### config.mk
export PLATFORM = sky130hd
export DESIGN_NAME = regfile_wb_arbiter
export DESIGN_NICKNAME = d
export VERILOG_FILES = /design/src/rtl/regfile_pkg.sv /design/src/rtl/wb_rr_pick.sv /design/src/rtl/regfile_wb_arbiter.sv
export SDC_FILE = /design/constraint.sdc
export NUM_CORES = 1
export LEC_CHECK = 0
export BUFFER_PORTS_ARGS = -buffer_cell sky130_fd_sc_hd__buf_2
export CORE_AREA = 2 2 87 89
export DETAILED_ROUTE_END_ITERATION = 8
export DIE_AREA = 0 0 89 91
export HOLD_SLACK_MARGIN = 0.15
export PLACE_DENSITY = 0.92
export SLEW_MARGIN = 20
export SYNTH_ARGS = -nofsm -noshare
export SYNTH_HDL_FRONTEND = slang
export SYNTH_SLANG_ARGS = --single-unit
### constraint.sdc
create_clock -name clk -period 5 [get_ports clk]
set_clock_uncertainty 0.2 [all_clocks]
set_input_delay 0.25 -clock clk [delete_from_list [all_inputs] [get_ports clk]]
set_output_delay 0.25 -clock clk [all_outputs]
set_load 0.05 [all_outputs]
### src/rtl/regfile_pkg.sv
// Shared widths, the hard-wired zero register and the write-back request type
// used by the register-file write-back arbiter.
package regfile_pkg;
  localparam int ADDR_W = 5;
  localparam int DATA_W = 64;
  localparam logic [ADDR_W-1:0] ZERO_REG = 5'd31;

  typedef logic [ADDR_W-1:0] rf_addr_t;
  typedef logic [DATA_W-1:0] rf_data_t;

  typedef struct packed {
    rf_addr_t addr;
    rf_data_t data;
  } wb_req_t;
endpackage

### src/rtl/wb_rr_pick.sv
// Combinational one-hot grant: first valid requester at or after i_ptr, wrapping.
// All rotations are built at elaboration time so the search is a pure mux.
module wb_rr_pick #(
  parameter int NUM_REQ = 2,
  parameter int PTR_W   = 1
) (
  input  logic [NUM_REQ-1:0] i_valid,
  input  logic [PTR_W-1:0]   i_ptr,
  input  logic               i_hold,
  output logic [NUM_REQ-1:0] o_grant
);
  logic [NUM_REQ-1:0][NUM_REQ-1:0] w_rot_opt;
  logic [NUM_REQ-1:0][NUM_REQ-1:0] w_gnt_opt;
  logic [NUM_REQ-1:0]              w_rot;
  logic [NUM_REQ-1:0]              w_rot_gnt;

  // Bit gi of rotation r looks at requester (gi + r) mod NUM_REQ.
  generate
    for (genvar gr = 0; gr < NUM_REQ; gr++) begin : g_rot
      for (genvar gi = 0; gi < NUM_REQ; gi++) begin : g_bit
        assign w_rot_opt[gr][gi] = i_valid[(gi + gr) % NUM_REQ];
        assign w_gnt_opt[gr][(gi + gr) % NUM_REQ] = w_rot_gnt[gi];
      end
    end
  endgenerate

  assign w_rot     = w_rot_opt[i_ptr];
  assign w_rot_gnt = w_rot & (~w_rot + NUM_REQ'(1));
  assign o_grant   = w_gnt_opt[i_ptr] & {NUM_REQ{~i_hold}};
endmodule

### src/rtl/regfile_wb_arbiter.sv
// Round-robin write-back arbiter driving the register file's single write port.
// Define REGFILE_WB_FIXED_PRIO_EN for fixed priority (requester 0 highest, no pointer).
module regfile_wb_arbiter #(
  parameter int NUM_REQ = 2,
  parameter int ADDR_W  = regfile_pkg::ADDR_W,
  parameter int DATA_W  = regfile_pkg::DATA_W
) (
  input  logic                             clk,
  input  logic                             rst,
  input  logic                             hold,
  input  logic [NUM_REQ-1:0]               req_valid,
  input  logic [NUM_REQ-1:0][ADDR_W-1:0]   req_addr,
  input  logic [NUM_REQ-1:0][DATA_W-1:0]   req_data,
  output logic [NUM_REQ-1:0]               req_ready,
  output logic                             rf_wr_en,
  output logic [ADDR_W-1:0]                rf_wr_addr,
  output logic [DATA_W-1:0]                rf_wr_data
);
  import regfile_pkg::*;

  localparam int PTR_W = (NUM_REQ > 1) ? $clog2(NUM_REQ) : 1;
  localparam logic [ADDR_W-1:0] ZERO_ADDR = ADDR_W'(ZERO_REG);

  logic [PTR_W-1:0]                 w_ptr;
  logic [NUM_REQ-1:0]               w_grant;
  logic                             w_xfer;
  logic [NUM_REQ:0][ADDR_W-1:0]     w_acc_addr;
  logic [NUM_REQ:0][DATA_W-1:0]     w_acc_data;
  logic                             r_wr_en;
  logic [ADDR_W-1:0]                r_wr_addr;
  logic [DATA_W-1:0]                r_wr_data;

  wb_rr_pick #(
    .NUM_REQ (NUM_REQ),
    .PTR_W   (PTR_W)
  ) u_pick (
    .i_valid (req_valid),
    .i_ptr   (w_ptr),
    .i_hold  (hold),
    .o_grant (w_grant)
  );

  // Grant is one-hot, so an AND-OR chain is enough to select the winner.
  assign w_acc_addr[0] = '0;
  assign w_acc_data[0] = '0;
  generate
    for (genvar gi = 0; gi < NUM_REQ; gi++) begin : g_sel
      assign w_acc_addr[gi+1] = w_acc_addr[gi] | (req_addr[gi] & {ADDR_W{w_grant[gi]}});
      assign w_acc_data[gi+1] = w_acc_data[gi] | (req_data[gi] & {DATA_W{w_grant[gi]}});
    end
  endgenerate

  assign w_xfer    = |w_grant;
  assign req_ready = w_grant & {NUM_REQ{~rst}};

`ifdef REGFILE_WB_FIXED_PRIO_EN
  assign w_ptr = '0;
`else
  logic [NUM_REQ:0][PTR_W-1:0] w_acc_idx;
  logic [PTR_W-1:0]            r_ptr;

  assign w_acc_idx[0] = '0;
  generate
    for (genvar gi = 0; gi < NUM_REQ; gi++) begin : g_idx
      assign w_acc_idx[gi+1] = w_acc_idx[gi] | (w_grant[gi] ? PTR_W'(gi) : '0);
    end
  endgenerate

  always_ff @(posedge clk or posedge rst) begin
    if (rst) begin
      r_ptr <= '0;
    end else if (w_xfer) begin
      r_ptr <= (w_acc_idx[NUM_REQ] == PTR_W'(NUM_REQ - 1)) ? '0
             : w_acc_idx[NUM_REQ] + PTR_W'(1);
    end
  end

  assign w_ptr = r_ptr;
`endif

  // Zero-register writes complete the handshake but never raise the write enable.
  always_ff @(posedge clk or posedge rst) begin
    if (rst) begin
      r_wr_en   <= 1'b0;
      r_wr_addr <= '0;
      r_wr_data <= '0;
    end else begin
      r_wr_en <= w_xfer && (w_acc_addr[NUM_REQ] != ZERO_ADDR);
      if (w_xfer) begin
        r_wr_addr <= w_acc_addr[NUM_REQ];
        r_wr_data <= w_acc_data[NUM_REQ];
      end
    end
  end

  assign rf_wr_en   = r_wr_en;
  assign rf_wr_addr = r_wr_addr;
  assign rf_wr_data = r_wr_data;
endmodule
==> results of run 1 <==
==> cells in the mapped netlist <==
cell type                  count
sky130_fd_sc_hd__nand2b_1      1
sky130_fd_sc_hd__a22o_1       64
sky130_fd_sc_hd__inv_1         1
sky130_fd_sc_hd__a21o_1       68
sky130_fd_sc_hd__nor3_1        1
sky130_fd_sc_hd__nand2_1       3
sky130_fd_sc_hd__buf_4         1
sky130_fd_sc_hd__nor2_4        1
sky130_fd_sc_hd__buf_2        17
sky130_fd_sc_hd__dfrtp_1      71
sky130_fd_sc_hd__o21bai_1      1
sky130_fd_sc_hd__a32oi_1       5
sky130_fd_sc_hd__and2b_1       1
sky130_fd_sc_hd__a41oi_1       1
sky130_fd_sc_hd__nor2_1        4
sky130_fd_sc_hd__buf_6         5
sky130_fd_sc_hd__and2_1        1
sky130_fd_sc_hd__a21boi_4      1
sky130_fd_sc_hd__o21ai_0       2
==> cells by family after synthesis <==
kind of cell / Yosys count / share of synthesized area (%)
and+or+nand+nor: 12 / 1.98
DFF: 71 / 56.4
AOI/OAI and AO/OA: 142 / 36.8
buffers and inverters: 24 / 4.84
==> through the flow <==
step / util, % / hold WS, ns / instance area [µm²] / cells / setup WS, ns
after floorplan: - / 0.166 / 3150 / 249 / 2.21
after detailed placement: 59.3 / 0.253 / 4230 / 542 / 2.43
after global placement: 59.3 / 0.250 / 4230 / 542 / 2.48
==> impl.org, run 1 <==
** Clock network
- Clock root buffer master :: sky130_fd_sc_hd__clkbuf_8
- CTS built an H-tree with a depth of 3.
- Post-CTS resize count :: 0
- The tree built by TritonCTS fans out to just over 70 sinks.
- Number of buffers inserted during clock tree synthesis :: 9
- Clock buffer depth :: 2
- Number of buffers inserted to repair setup after CTS :: 0
- Hold Buf Count CTS :: approximately 110

** Place
- GPL Wtd Cong :: 0.793
- Dpl hpwl :: roughly 6600 µm
- IO Port Bufs :: 214

** Floorplanning
- The floorplan has 31 rows.
- For this configuration, the core starts out at a cell density of 44.2%.
- Chip Height :: around 91 µm
- Pin placement for this block handled approximately 220 I/O pins.
- Chip Width :: a little under 90 µm

** Yosys
- Area fraction of the dominant cell type after synthesis :: ~56%
- Combined area of all synthesized cells :: roughly 0.0032 mm²
- Synthesis handed over a netlist of ~250 instances.
- The synthesized netlist contains 19 unique library cells.
- A synthesized cell averages between 10 and 15 µm².
- Area leader, netlist :: sky130_fd_sc_hd__dfrtp_1
- During synthesis, Yosys emitted a total of 0 warnings.
- #FFs+latches synth :: a little over 70
- Number of nets in the synthesized netlist :: about 400
- Sequential area share after synthesis :: between 50% and 60%
- By area the synthesized netlist is led by sky130_fd_sc_hd__dfrtp_1, sky130_fd_sc_hd__a22o_1, sky130_fd_sc_hd__a21o_1.

** Run status
- The run stopped with a tool error.
- Stopping stage :: clock tree synthesis
- Error that ended the run :: [ERROR RSZ-0060] Max buffer count reached.
==> run 2: changes to the inputs <==
Settings changed: CORE_AREA 2 2 87 89 to 2 2 98 100, DIE_AREA 0 0 89 91 to 0 0 100 102, HOLD_SLACK_MARGIN 0.15 to not set, PLACE_DENSITY 0.92 to not set, PLACE_DENSITY_LB_ADDON set to 0.15.
==> run 2 against run 1 <==
The flow now finishes without violations. Synthesized cell count is the same. Synthesized area is the same.
==> impl.org, run 2 <==
** Run status
- Outcome :: completed

** Yosys
- Cells taking the most area after synthesis :: sky130_fd_sc_hd__dfrtp_1, sky130_fd_sc_hd__a22o_1, sky130_fd_sc_hd__a21o_1
- Summed over its instances, the top area cell type makes up 56.4% of the synthesized netlist area.
- Of all flip-flops after synthesis, the portion carrying an async set or reset was 100%.
- The Yosys step of the flow raised 0 warnings.
- Synth Area per Inst :: between 10 and 15 µm²
- Synthesis produced a netlist whose cell count is 249.
- Distinct cell type count after synthesis :: 19
- The commonest cells after synthesis are sky130_fd_sc_hd__dfrtp_1, sky130_fd_sc_hd__a21o_1, sky130_fd_sc_hd__a22o_1.
- The synthesized design contains 0 enable-type register cells.
- Summing every instance area after synthesis gives around 0.0032 mm².
- The most used flip-flop cell after synthesis is sky130_fd_sc_hd__dfrtp_1.
- Sequential area share after synthesis :: a little under three fifths
- sky130_fd_sc_hd__dfrtp_1 is the most common cell in the netlist.
- Synthesis produced a netlist with a net count of approximately 390.
- Summed over all instances, the cell type with the most area after synthesis is sky130_fd_sc_hd__dfrtp_1.
- #FFs+latches synth :: between 70 and 80

** Worst setup path
- Sort of element at the end of the critical path :: register
- Longest individual stage delay on the worst path :: roughly 0.57 ns
- The critical path goes through nand2b_1 > nand2_1 > nor2_4 > buf_4 > a21o_1 > dlygate4sd3_1.
- STA classifies the critical path startpoint as a register.
- In this run the worst setup path begins at r_ptr.
- The worst setup path is of the register to register kind.
- For flop-to-flop paths, the worst setup slack is 2.12 ns.
- In this run the critical register-to-register path is captured at rf_wr_data[46].
- STA puts the critical path data arrival time at 2.95 ns.
- Critical-path cell with the highest stage delay :: sky130_fd_sc_hd__nor2_4
- Worst reg2reg startpoint :: r_ptr
- For the worst flop-to-flop path, the logic depth is 6.
- Critical path data required time :: between 5 and 6 ns
- Of all nets on the critical path, the largest fanout is 35.
- Worst Setup EP :: rf_wr_data[46]

** Global route
- The first global-routing pass estimated around 16000 µm of wire.
- For this run, global-route usage on met3 was measured as ~3.7%.
- In this run the most used layer during global routing was met2.
- Entering global routing, the biggest net connects 72 pins.
- Global Route Usage Sum :: around a fifth
- In the global route stage, met1 resource usage came out at 23.5%.
- Number of antenna violations at the first check in global routing :: 0
- The via count of the first global-routing pass was 3502.
- For this run the aggregate overflow at the end of global routing stands at 0.
- Met2 demand-to-capacity share in global routing :: between 30% and 40%

** Floorplanning
- In this run the core area contains 35 standard-cell rows.
- The die covers between 0.01 and 0.015 mm².
- Core region area :: 0.00911 mm²
- For this configuration, the core starts out at a cell density of roughly a third.
- In this run the horizontal extent of the chip is 100 µm.
- Measured along the y axis, the die boundary spans a little over 100 µm.
- In this run the count of I/O pins placed on the die edge is around 220.

** Final layout
- Measured on the finished design, the core utilization comes to about 60%.
- Most common cell after layout, fill and taps aside :: sky130_fd_sc_hd__buf_2
- Post-layout net count :: 704
- Highest-count cells in the layout ignoring fill and taps :: sky130_fd_sc_hd__buf_2, sky130_fd_sc_hd__dlygate4sd3_1, sky130_fd_sc_hd__dfrtp_1
- 0 antenna diodes ended up in the layout.
- The register with the most flip-flops in the layout has 64 of them.
- Area added between synthesis and finish :: 74.7%
- Fraction of final layout cells sized beyond drive strength 1 :: about two fifths

** Flow run
- Across the run, the number of max-cap violations was 0.

** Timing
- Based on the critical path, the design can be clocked at up to ~0.35 GHz.
- RSZ-0062 raised after global routing :: false
- Number of endpoints failing setup at the final stage :: 0
- The final number of max-transition violations was 0.
- Worst Tran Pin Value :: about 0.91 ns
- The worst path uses a little under three fifths of the clock period.
- Slew Limit Headroom :: between 30% and 40%
- The final number of hold-violating endpoints came to 0.
- After routing, the total negative slack on setup checks comes to 0 ns.
- Counting I/O delays and the setup requirement, the final critical path takes between 2 and 3 ns.

** Power and ir drop
- Worst IR Drop VDD :: between 0.15 and 0.2 mV
- Total power :: approximately 1900 µW
- Switching part of the total :: between 30% and 40%
- Pleak :: about 0.0032 µW
- Reported net switching power :: between 700 and 800 µW
- Sequential power share :: 36.4%
- Comb power frac :: around 40%
- Int Power :: ~1200 µW
- Relative contribution of the clock network to total power :: 23.3%
- Dividing total power by cell area gives a power density of 353 mW/mm².

** Clock network
- Clock tree synthesis inserted a total of 9 buffers.
- Clock edge transition at the registers on the reported setup and hold paths :: ~0.080 ns
- The root buffer cell chosen for the clock tree is sky130_fd_sc_hd__clkbuf_8.
- Number of sinks on the clock net :: a little over 70
- Post-CTS resize count :: 0
- Post-CTS timing repair inserted 0 buffers for setup.
- Buffers inserted to repair hold after CTS numbered approximately 110.
- Maximum level of the CTS H-tree :: 3
- No sink is reached through more buffers than the 2 on the longest clock path.
- Clock latency on the worst-skew pair, taken at its later pin, is between 0.3 and 0.4 ns.
- TritonCTS built the clock tree.

** Place
- Dpl hpwl :: about 6300 µm
- IO Port Bufs :: 214
- GPL Wtd Cong :: between 0.7 and 0.8

** Drt
- Per-cell routed wire length :: about 16 µm
- DRC Markers :: 0
- First-pass detailed-route iteration total :: 4
- In the routed layout, each cell is associated on average with a via count of about 5.0.
- The final layout contains routed wiring with a total length of between 10000 and 15000 µm.
- DRC marker count from the first detailed-route iteration :: just over 90
- Across all layers, the routed design uses roughly 3400 vias.
- Detail Route Antenna Nets :: 0

** Min path
- The tightest min-delay check is of the primary input to async pin type.
run 2: cell counts after synthesis:
Identical to the previous run, type by type.
run 2: through the flow:
stage	hold WS [ns]	cells	area, µm²	setup WS [ns]
floorplan	0.166	249	3150	2.21
global placement	0.249	555	4260	2.73
detailed placement	0.252	555	4260	2.69
CTS	0.0000480	677	5510	2.14
global route	0.00434	677	5510	1.94
finish	0.0164	677	5510	2.12
run 2: area by class of cell:
type	count	area, µm²
Clock inverter	4	45.0
Fill cell	774	3600
Sequential cell	71	1780
Inverter	1	3.75
Multi-Input combinational cell	154	1230
Clock buffer	12	145
Timing Repair Buffer	324	2160
Tap cell	111	139
run 2: worst min-delay path by stage:
stage / from / end / slack (ns) / cells after the start
2_1_floorplan: req_data[64] / rf_wr_data[0] / 0.17 / 1
3_3_place_gp: req_data[93] / rf_wr_data[29] / 0.25 / 2
3_5_place_dp: req_data[75] / rf_wr_data[11] / 0.25 / 2
4_1_cts: req_data[52] / rf_wr_data[52] / 0.00005 / 3
5_1_grt: req_data[4] / rf_wr_data[4] / 0.004 / 3
6_report: rst / rf_wr_addr[1] / 0.02 / 3
run 2: cell families after synthesis:
group	count (synthesis)	synth area share [%]
flops	71	56.4
simple gates	12	1.98
compound gates	142	36.8
buf+inv	24	4.84
run 2: critical path, delay by kind of cell (launching register included):
| kind | cells | cell delay (ns) |
|---|---|---|
| buffers and inverters | 2 | 1.04 |
| flip-flops | 1 | 0.42 |
| AO/OA/AOI/OAI | 1 | 0.18 |
| AND/OR/NAND/NOR | 3 | 0.96 |
run 2: per-layer routing:
layer	vias to the layer above	routed length [µm]	share of wire, %
met4	0	359	3.4
met2	143	5470	51
met5	-	0	0
li1	1575	-	-
met3	32	512	4.8
met1	1635	4310	40
run 2: power groups by stage:
| stage | sequential, µW | combinational (µW) | clock (µW) |
|---|---|---|---|
| 2_1_floorplan | 1020 | 183 | 0 |
| 3_3_place_gp | 717 | 661 | 0 |
| 3_5_place_dp | 716 | 665 | 0 |
| 4_1_cts | 707 | 777 | 470 |
| 5_1_grt | 718 | 826 | 501 |
| 6_report | 708 | 783 | 453 |
No activity file was read; power rests on OpenSTA's default activity.
